File: src/rtl/video_timing_pkg.sv
// Shared types and constants for the raster timing generator.
package video_timing_pkg;

  // One video mode: horizontal values in pixels, vertical values in lines.
  typedef struct packed {
    logic [15:0] h_active;
    logic [15:0] h_front;
    logic [15:0] h_sync;
    logic [15:0] h_back;
    logic [15:0] v_active;
    logic [15:0] v_front;
    logic [15:0] v_sync;
    logic [15:0] v_back;
  } timing_t;

  localparam timing_t MODE_640x480_60 = '{
    h_active: 16'd640,  h_front: 16'd16,  h_sync: 16'd96, h_back: 16'd48,
    v_active: 16'd480,  v_front: 16'd10,  v_sync: 16'd2,  v_back: 16'd33
  };

  localparam timing_t MODE_1280x720_60 = '{
    h_active: 16'd1280, h_front: 16'd110, h_sync: 16'd40, h_back: 16'd220,
    v_active: 16'd720,  v_front: 16'd5,   v_sync: 16'd5,  v_back: 16'd20
  };

  // Decoded timing word carried through the output pipeline. All fields are
  // active-high here; sync polarity is applied only after the last stage.
  typedef struct packed {
    logic de;
    logic hs;
    logic vs;
    logic ls;
    logic fs;
  } sync_word_t;

  localparam int SYNC_W = $bits(sync_word_t);

  // Blank state: no active video, no sync, no pulses.
  localparam sync_word_t SYNC_BLANK = '0;

endpackage

File: src/rtl/video_timing_gen_sync_delay.sv
// Register chain of DEPTH stages with hold enable, synchronous flush and
// asynchronous reset, both of which load RST_VAL into every stage.
module sync_delay #(
  parameter int              WIDTH   = 5,
  parameter int              DEPTH   = 1,
  parameter logic [WIDTH-1:0] RST_VAL = '0
) (
  input  logic             clk_i,
  input  logic             rst_ni,
  input  logic             en_i,
  input  logic             flush_i,
  input  logic [WIDTH-1:0] d_i,
  output logic [WIDTH-1:0] q_o
);

  if (DEPTH < 1) begin : g_depth_check
    $error("sync_delay: DEPTH must be at least 1");
  end

  logic [WIDTH-1:0] stage_q [DEPTH];

  // Shift the word one stage per enabled cycle; flush wins over enable.
  always_ff @(posedge clk_i or negedge rst_ni) begin
    if (!rst_ni) begin
      for (int i = 0; i < DEPTH; i++) stage_q[i] <= RST_VAL;
    end else if (flush_i) begin
      for (int i = 0; i < DEPTH; i++) stage_q[i] <= RST_VAL;
    end else if (en_i) begin
      stage_q[0] <= d_i;
      for (int i = 1; i < DEPTH; i++) stage_q[i] <= stage_q[i-1];
    end
  end

  assign q_o = stage_q[DEPTH-1];

endmodule

File: src/rtl/video_timing_gen.sv
// Raster timing generator: pixel/line counters, sync/DE decode, a delay
// pipeline so the pixel source can have latency, and a frame counter.
module video_timing_gen
  import video_timing_pkg::*;
#(
  parameter int unsigned H_ACTIVE   = 640,
  parameter int unsigned H_FRONT    = 16,
  parameter int unsigned H_SYNC     = 96,
  parameter int unsigned H_BACK     = 48,
  parameter int unsigned V_ACTIVE   = 480,
  parameter int unsigned V_FRONT    = 10,
  parameter int unsigned V_SYNC     = 2,
  parameter int unsigned V_BACK     = 33,
  parameter bit          HSYNC_POL  = 1'b0,
  parameter bit          VSYNC_POL  = 1'b0,
  parameter int          CW         = 12,
  parameter int          PIPE_DELAY = 1,
  parameter int          FCW        = 16
) (
  input  logic           clk,
  input  logic           rst_n,
  input  logic           en,
  input  logic           resync,
  output logic [CW-1:0]  x,
  output logic [CW-1:0]  y,
  output logic           hsync,
  output logic           vsync,
  output logic           de,
  output logic           line_start,
  output logic           frame_start,
  output logic [FCW-1:0] frame_count
);

  localparam int unsigned H_TOTAL  = H_ACTIVE + H_FRONT + H_SYNC + H_BACK;
  localparam int unsigned V_TOTAL  = V_ACTIVE + V_FRONT + V_SYNC + V_BACK;
  localparam int unsigned HS_START = H_ACTIVE + H_FRONT;
  localparam int unsigned HS_END   = HS_START + H_SYNC;
  localparam int unsigned VS_LINE  = V_ACTIVE + V_FRONT;
  localparam int unsigned VS_END   = VS_LINE + V_SYNC;

  localparam logic [CW-1:0] H_LAST = CW'(H_TOTAL - 1);
  localparam logic [CW-1:0] V_LAST = CW'(V_TOTAL - 1);

  if (H_TOTAL > (64'd1 << CW)) begin : g_h_range_check
    $error("video_timing_gen: H_TOTAL does not fit in CW bits");
  end
  if (V_TOTAL > (64'd1 << CW)) begin : g_v_range_check
    $error("video_timing_gen: V_TOTAL does not fit in CW bits");
  end
  if (PIPE_DELAY < 0 || PIPE_DELAY > 4) begin : g_pipe_check
    $error("video_timing_gen: PIPE_DELAY must be within 0..4");
  end

  logic [CW-1:0]  x_q, x_d;
  logic [CW-1:0]  y_q, y_d;
  logic [FCW-1:0] fc_q, fc_d;
  logic [31:0]    x_w, y_w;
  sync_word_t     raw_w;
  sync_word_t     out_w;

  // Next raster position and frame count; resync overrides enable.
  always_comb begin
    x_d  = x_q;
    y_d  = y_q;
    fc_d = fc_q;
    if (resync) begin
      x_d = '0;
      y_d = '0;
    end else if (en) begin
      if (x_q == H_LAST) begin
        x_d = '0;
        if (y_q == V_LAST) begin
          y_d  = '0;
          fc_d = fc_q + FCW'(1);
        end else begin
          y_d = y_q + CW'(1);
        end
      end else begin
        x_d = x_q + CW'(1);
      end
    end
  end

  // Counter state.
  always_ff @(posedge clk or negedge rst_n) begin
    if (!rst_n) begin
      x_q  <= '0;
      y_q  <= '0;
      fc_q <= '0;
    end else begin
      x_q  <= x_d;
      y_q  <= y_d;
      fc_q <= fc_d;
    end
  end

  // Compare in 32 bits so sums equal to 2**CW cannot wrap.
  assign x_w = 32'(x_q);
  assign y_w = 32'(y_q);

  // Decode the current position. vsync edges are placed at x == HS_START so
  // they line up with the hsync leading edge.
  always_comb begin
    raw_w    = SYNC_BLANK;
    raw_w.de = (x_w < H_ACTIVE) && (y_w < V_ACTIVE);
    raw_w.hs = (x_w >= HS_START) && (x_w < HS_END);
    raw_w.vs = ((y_w == VS_LINE) && (x_w >= HS_START)) ||
               ((y_w >  VS_LINE) && (y_w < VS_END))   ||
               ((y_w == VS_END)  && (x_w < HS_START));
    raw_w.ls = (x_q == '0);
    raw_w.fs = (x_q == '0) && (y_q == '0);
  end

  // First register stage plus PIPE_DELAY further stages in one chain.
  sync_delay #(
    .WIDTH   (SYNC_W),
    .DEPTH   (1 + PIPE_DELAY),
    .RST_VAL (SYNC_BLANK)
  ) u_sync_delay (
    .clk_i   (clk),
    .rst_ni  (rst_n),
    .en_i    (en),
    .flush_i (resync),
    .d_i     (raw_w),
    .q_o     (out_w)
  );

  assign x           = x_q;
  assign y           = y_q;
  assign frame_count = fc_q;
  assign de          = out_w.de;
  assign line_start  = out_w.ls;
  assign frame_start = out_w.fs;
  assign hsync       = HSYNC_POL ? out_w.hs : ~out_w.hs;
  assign vsync       = VSYNC_POL ? out_w.vs : ~out_w.vs;

endmodule

File: config.mk
export PLATFORM = sky130hd
export DESIGN_NAME = video_timing_gen
export DESIGN_NICKNAME = d
export VERILOG_FILES = /design/src/rtl/video_timing_pkg.sv /design/src/rtl/video_timing_gen_sync_delay.sv /design/src/rtl/video_timing_gen.sv
export SDC_FILE = /design/constraint.sdc
export NUM_CORES = 1
export LEC_CHECK = 0
export CORE_UTILIZATION = 41
export CTS_CLUSTER_SIZE = 12
export DETAILED_ROUTE_END_ITERATION = 10
export PLACE_DENSITY_LB_ADDON = 0.05
export SLEW_MARGIN = 20
export SYNTH_ARGS = -nofsm -noshare
export SYNTH_HDL_FRONTEND = slang
export SYNTH_SLANG_ARGS = --single-unit
File: constraint.sdc
create_clock -name clk -period 4.5 [get_ports clk]
set_input_delay 0.9 -clock clk [delete_from_list [all_inputs] [get_ports clk]]
set_output_delay 0.9 -clock clk [all_outputs]
set_load 0.02 [all_outputs]
== Word level (Yosys, flattened, before mapping) ==
Cells that the tools add are included.
Storage, ports and cells
  flip-flop bits (word level): 50
  bits of input ports: 4
  output and inout port bits: 45
  logic and storage cells: 45
Cells by class
  add/sub/neg operators: 3
  $lt $le $gt $ge: 7
  eq/ne operators: 4
  muxes and demuxes: 9
  bitwise operators: 3
  reductions and logical operators: 14
Operators by type and width (count)
  12-bit two-way mux: 7
  12-bit by 10-bit less-than comparator with 1-bit output (second input constant): 3
  12-bit by 1-bit adder with 12-bit output (second input constant): 2
  12-bit by 10-bit == test with 1-bit output (second input constant): 2
  12-bit by 9-bit == test with 1-bit output (second input constant): 2
  12-bit logical NOT: 2
  12-bit by 9-bit less-than comparator with 1-bit output (second input constant): 2
  10-bit two-way mux: 2
  16-bit by 1-bit adder with 16-bit output (second input constant): 1
  12-bit by 10-bit >= comparator with 1-bit output (second input constant): 1
  12-bit by 9-bit greater-than comparator with 1-bit output (second input constant): 1
  1-bit logical AND: 6
  4-bit AND reduction: 1
  2-bit nonzero test: 2
  1-bit NOT: 3
  1-bit logical OR: 2
  2-bit AND reduction: 1

== Longest topological paths before layout ==
  depth after elaboration: 6
  depth in mapped cells: 8
  mapped depth without buffers: 7

== Cells and area by module ==
Synthesis repeated with hierarchy kept, for this count alone.
Second synthesis, totals
  cells, all modules: 276
  area total of the unflattened synthesis: 2872.8 sq um
Modules (own cells, without submodules)
  video_timing_gen: instances 1, cells an instance 239, area an instance 2432.3 sq um, seq. area each 1001.0 sq um
  sync_delay: instances 1, cells an instance 37, area an instance 440.4 sq um, seq. area each 250.2 sq um

== Least setup slack after synthesis ==
OpenSTA, ideal clock, no wires.
  path type: in2reg
  start: input en
  end: register y_q[7], in the netlist y[7]
  data arrival time: 2153 ps
  data required time: 4408 ps
  slack: 2255 ps
  stages on the path: 6
  buffers on the path: 1
  cell sequence: or4b_4 > o41ai_4 > and2_1 > buf_4 > nand2_2 > o31ai_2
Between the ends
  longest elaborated chain between the ends: 2
RTL lines
  start: declaration: RTL line video_timing_gen.sv:22  | input logic en,
  2-bit nonzero test (no line)
  2-bit AND reduction (no line)
  end signal: assignment: RTL line video_timing_gen.sv:92  | y_q <= y_d;
  end: declaration: RTL line video_timing_gen.sv:55  | logic [CW-1:0] y_q, y_d;
No other way between the ends.
A chain may end at the register's enable or synchronous reset.

== Final worst setup path ==
  start: input en
  end: register fc_q[13], in the netlist frame_count[13]
Between the ends
  longest elaborated chain between the ends: 1
RTL lines
  4-bit AND reduction (no line)
  end signal: assignment: RTL line video_timing_gen.sv:89  | fc_q <= '0;
  end signal: assignment: RTL line video_timing_gen.sv:93  | fc_q <= fc_d;
  end: declaration: RTL line video_timing_gen.sv:56  | logic [FCW-1:0] fc_q, fc_d;
No other way between the ends.

==> impl_metrics.ini <==
[sta]
worst_pin_slew_ns = 0.810
clock.fmax_ghz = 0.318
timing.final.crit_share_pct = 69.9
setup_viol_count_final = 0
slew_viol_final = 0
tns_ns = 0
hold_viol_final = 0
maxSlewHeadroom_pct = 45.8
skew_ns = 0.00828
fin_crit_ns = 3.15
rsz0062_at_grt = no

[setup_path]
critical_path_required_ns = 4.72
crit_path_start = en
end_kind = flip-flop
critPathKind = input pin to flip-flop
path_max_fanout = 15
r2r_start = y[0]$_DFFE_PN0P_
cp-start-kind = input pin
cp.arrival_ns = 3.37

[cts]
clk_pin_slew_ns = 0.09
numCtsBuffers = 5
cts_tree = yes
clk_latency_ns = 0.30
cts_resized = 0
h-tree-depth = 2
postCtsSetupBuffers = 0
clk_path_buf_depth = 2
cts_sinks = 50
cts-hold-fix-buffers = 0
clockRootBuffer = clkbuf_8

[global_routing]
grt_overflow_total = 0
first_global_vias = 2139
antenna_found_initial = 0
grt_pass1_wl_um = 10700
grt_max_degree = 51
grt_use_total_pct = 18.8

[yosys]
synth_nets = 292
synth_cell_types = 50
post-synth-top-count-cell = dfrtp_1
synth_edf_count = 0
syn_area_per_cell_um2 = 9.69
synth-seq-cells = 50
yosys_warnings = 0
synth_commonest_cells = dfrtp_1 (50), nand2_1 (26), nor2_1 (24)
async_reset_ff_share_pct = 100
synthTopCellsByArea = dfrtp_1 (46%), xor2_1 (4.5%), nand2_1 (3.6%)
ys_seq_area_share_pct = 45.6
synth_top_area_share_pct = 45.6
synthCells = 283
syn_area_um2 = 2740
synth_top_area_cell = dfrtp_1
synth_ff_type = dfrtp_1

[power_and_ir_drop]
clockPowerShare_pct = 33.3
share_seq_of_total_power_pct = 58.2
sw_frac_of_total_pct = 26.2
pwr-share-comb_pct = 8.5
power.switching_w = 0.000210
p_int_w = 0.000592
vdd_drop_max_v = 0.000153
leakagePower_nw = 1.41
power_density_nw_per_um2 = 239

[floorplan]
die_y_um = 83.8
core.rowCount = 29
dieArea_um2 = 7020
initial_utilization_pct = 42.9
core_um2 = 6390
io_pins = 49
die_x_um = 83.8

[final_layout]
fillers = 607
drive_gt1_share_pct = 9.73
multi_input_area_um2 = 1390
nets = 337
n_antenna_cell = 0
synthToLayoutAreaGrowth_pct = 22.5
fin_util_pct = 52.6
seq_area_um2 = 1250

[routing]
avgRoutedWirePerCell_um = 15.1
vias = 2243
drc = 0
wl_um = 6140
ant_nets = 0
drt_iter0_markers = 96
firstDrtPassIters = 4
viasPerCell = 5.52

[hold_path]
hold_path.class = flip-flop to flip-flop
hold_start = u_sync_delay.stage_q[6]$_DFFE_PN0P_

[placement]
portBuffers = 48
place.gp.congestion = 0.776
dp_hpwl_um = 4190

[flow_run]
max_cap_violations = 0

[status]
status = completed
power groups by stage:
stage | Clock (W) | Sequential [W] | Combinational (W)
CTS | 0.000277 | 0.000466 | 0.0000703
finish | 0.000267 | 0.000466 | 0.0000685
global placement | 0 | 0.000475 | 0.0000690
floorplan | 0 | 0.000479 | 0.0000324
detailed placement | 0 | 0.000475 | 0.0000701
global route | 0.000300 | 0.000468 | 0.0000779
critical path, cell delays in order:
cell and delay [ns]:
clkdlybuf4s50_1 0.86, inv_1 0.31, nor4_2 0.46, nand3_4 0.26, nor4_1 0.39, xor2_1 0.18
flip-flops by register name, summed over array words and instances (netlist names):
signal,flops
frame_count,16
u_sync_delay.q_o,5
u_sync_delay.stage_q,5
y,12
x,12
cells in the final DEF, fill, tap and decap left out, types with 5 or more instances in the layout:
master	n
nor3_1	11
and3_1	5
o21ai_1	10
dfrtp_1	50
inv_1	12
xor2_1	14
clkdlybuf4s50_1	47
nand3_1	15
nand2_1	26
xnor2_1	8
or3_1	5
ha_1	5
mux2i_1	5
clkbuf_8	5
nand4_1	7
nor2_1	24
nor4_1	7
o21ai_0	11
a21oi_1	12
layout make-up:
class                           count  share of cell area (%)
Clock buffer                        5                    2.05
Inverter                           12                    1.34
Tap cell                           77                    2.87
Multi-Input combinational cell    209                    41.2
Clock inverter                      3                   0.633
Sequential cell                    50                    37.3
Timing Repair Buffer               50                    14.6
logic make-up (layout without fill, tap and decap cells):
family | after synthesis | count (layout) | share of synthesized area (%)
DFF | 50 | 50 | 45.6
and+or+nand+nor | 129 | 129 | 28.2
buffers and inverters | 24 | 70 | 3.83
muxes | 6 | 6 | 2.24
AOI/OAI and AO/OA | 47 | 47 | 10.8
xor gates and xnor gates | 22 | 22 | 7.03
adders and majority gates | 5 | 5 | 2.28
layer usage:
metal,global-route usage [%],wire length [um],up-vias
li1,-,-,1109
met1,27.6,3070,1076
met2,28.6,2770,49
met3,2.67,201,9
met4,5.70,106,0
met5,0,0,-
path summary, 6_finish.rpt:
path                       slack [ns]                                  end  depth (start not counted)
setup / recovery                 1.35          frame_count[13]$_DFFE_PN0P_                          6
max in group asynchronous        3.38          frame_count[12]$_DFFE_PN0P_                          2
setup reg to reg                 2.29          frame_count[13]$_DFFE_PN0P_                          7
min in group asynchronous        0.70          frame_count[14]$_DFFE_PN0P_                          2
hold reg to reg                  0.47  u_sync_delay.stage_q[6]$_DFFE_PN0P_                          2
hold / removal                   0.47  u_sync_delay.stage_q[6]$_DFFE_PN0P_                          2
through the flow:
step | hold WS [ns] | setup slack (ns) | instances | area, um^2 | total power (W)
2_1_floorplan | 0.438 | 2.25 | 283 | 2740 | 0.000511
3_3_place_gp | 0.455 | 1.10 | 398 | 3270 | 0.000544
3_5_place_dp | 0.458 | 1.08 | 398 | 3270 | 0.000545
4_1_cts | 0.478 | 1.37 | 406 | 3360 | 0.000814
5_1_grt | 0.512 | 1.14 | 406 | 3360 | 0.000845
6_report | 0.473 | 1.35 | 406 | 3360 | 0.000801
(Power assumes the default switching activity.)
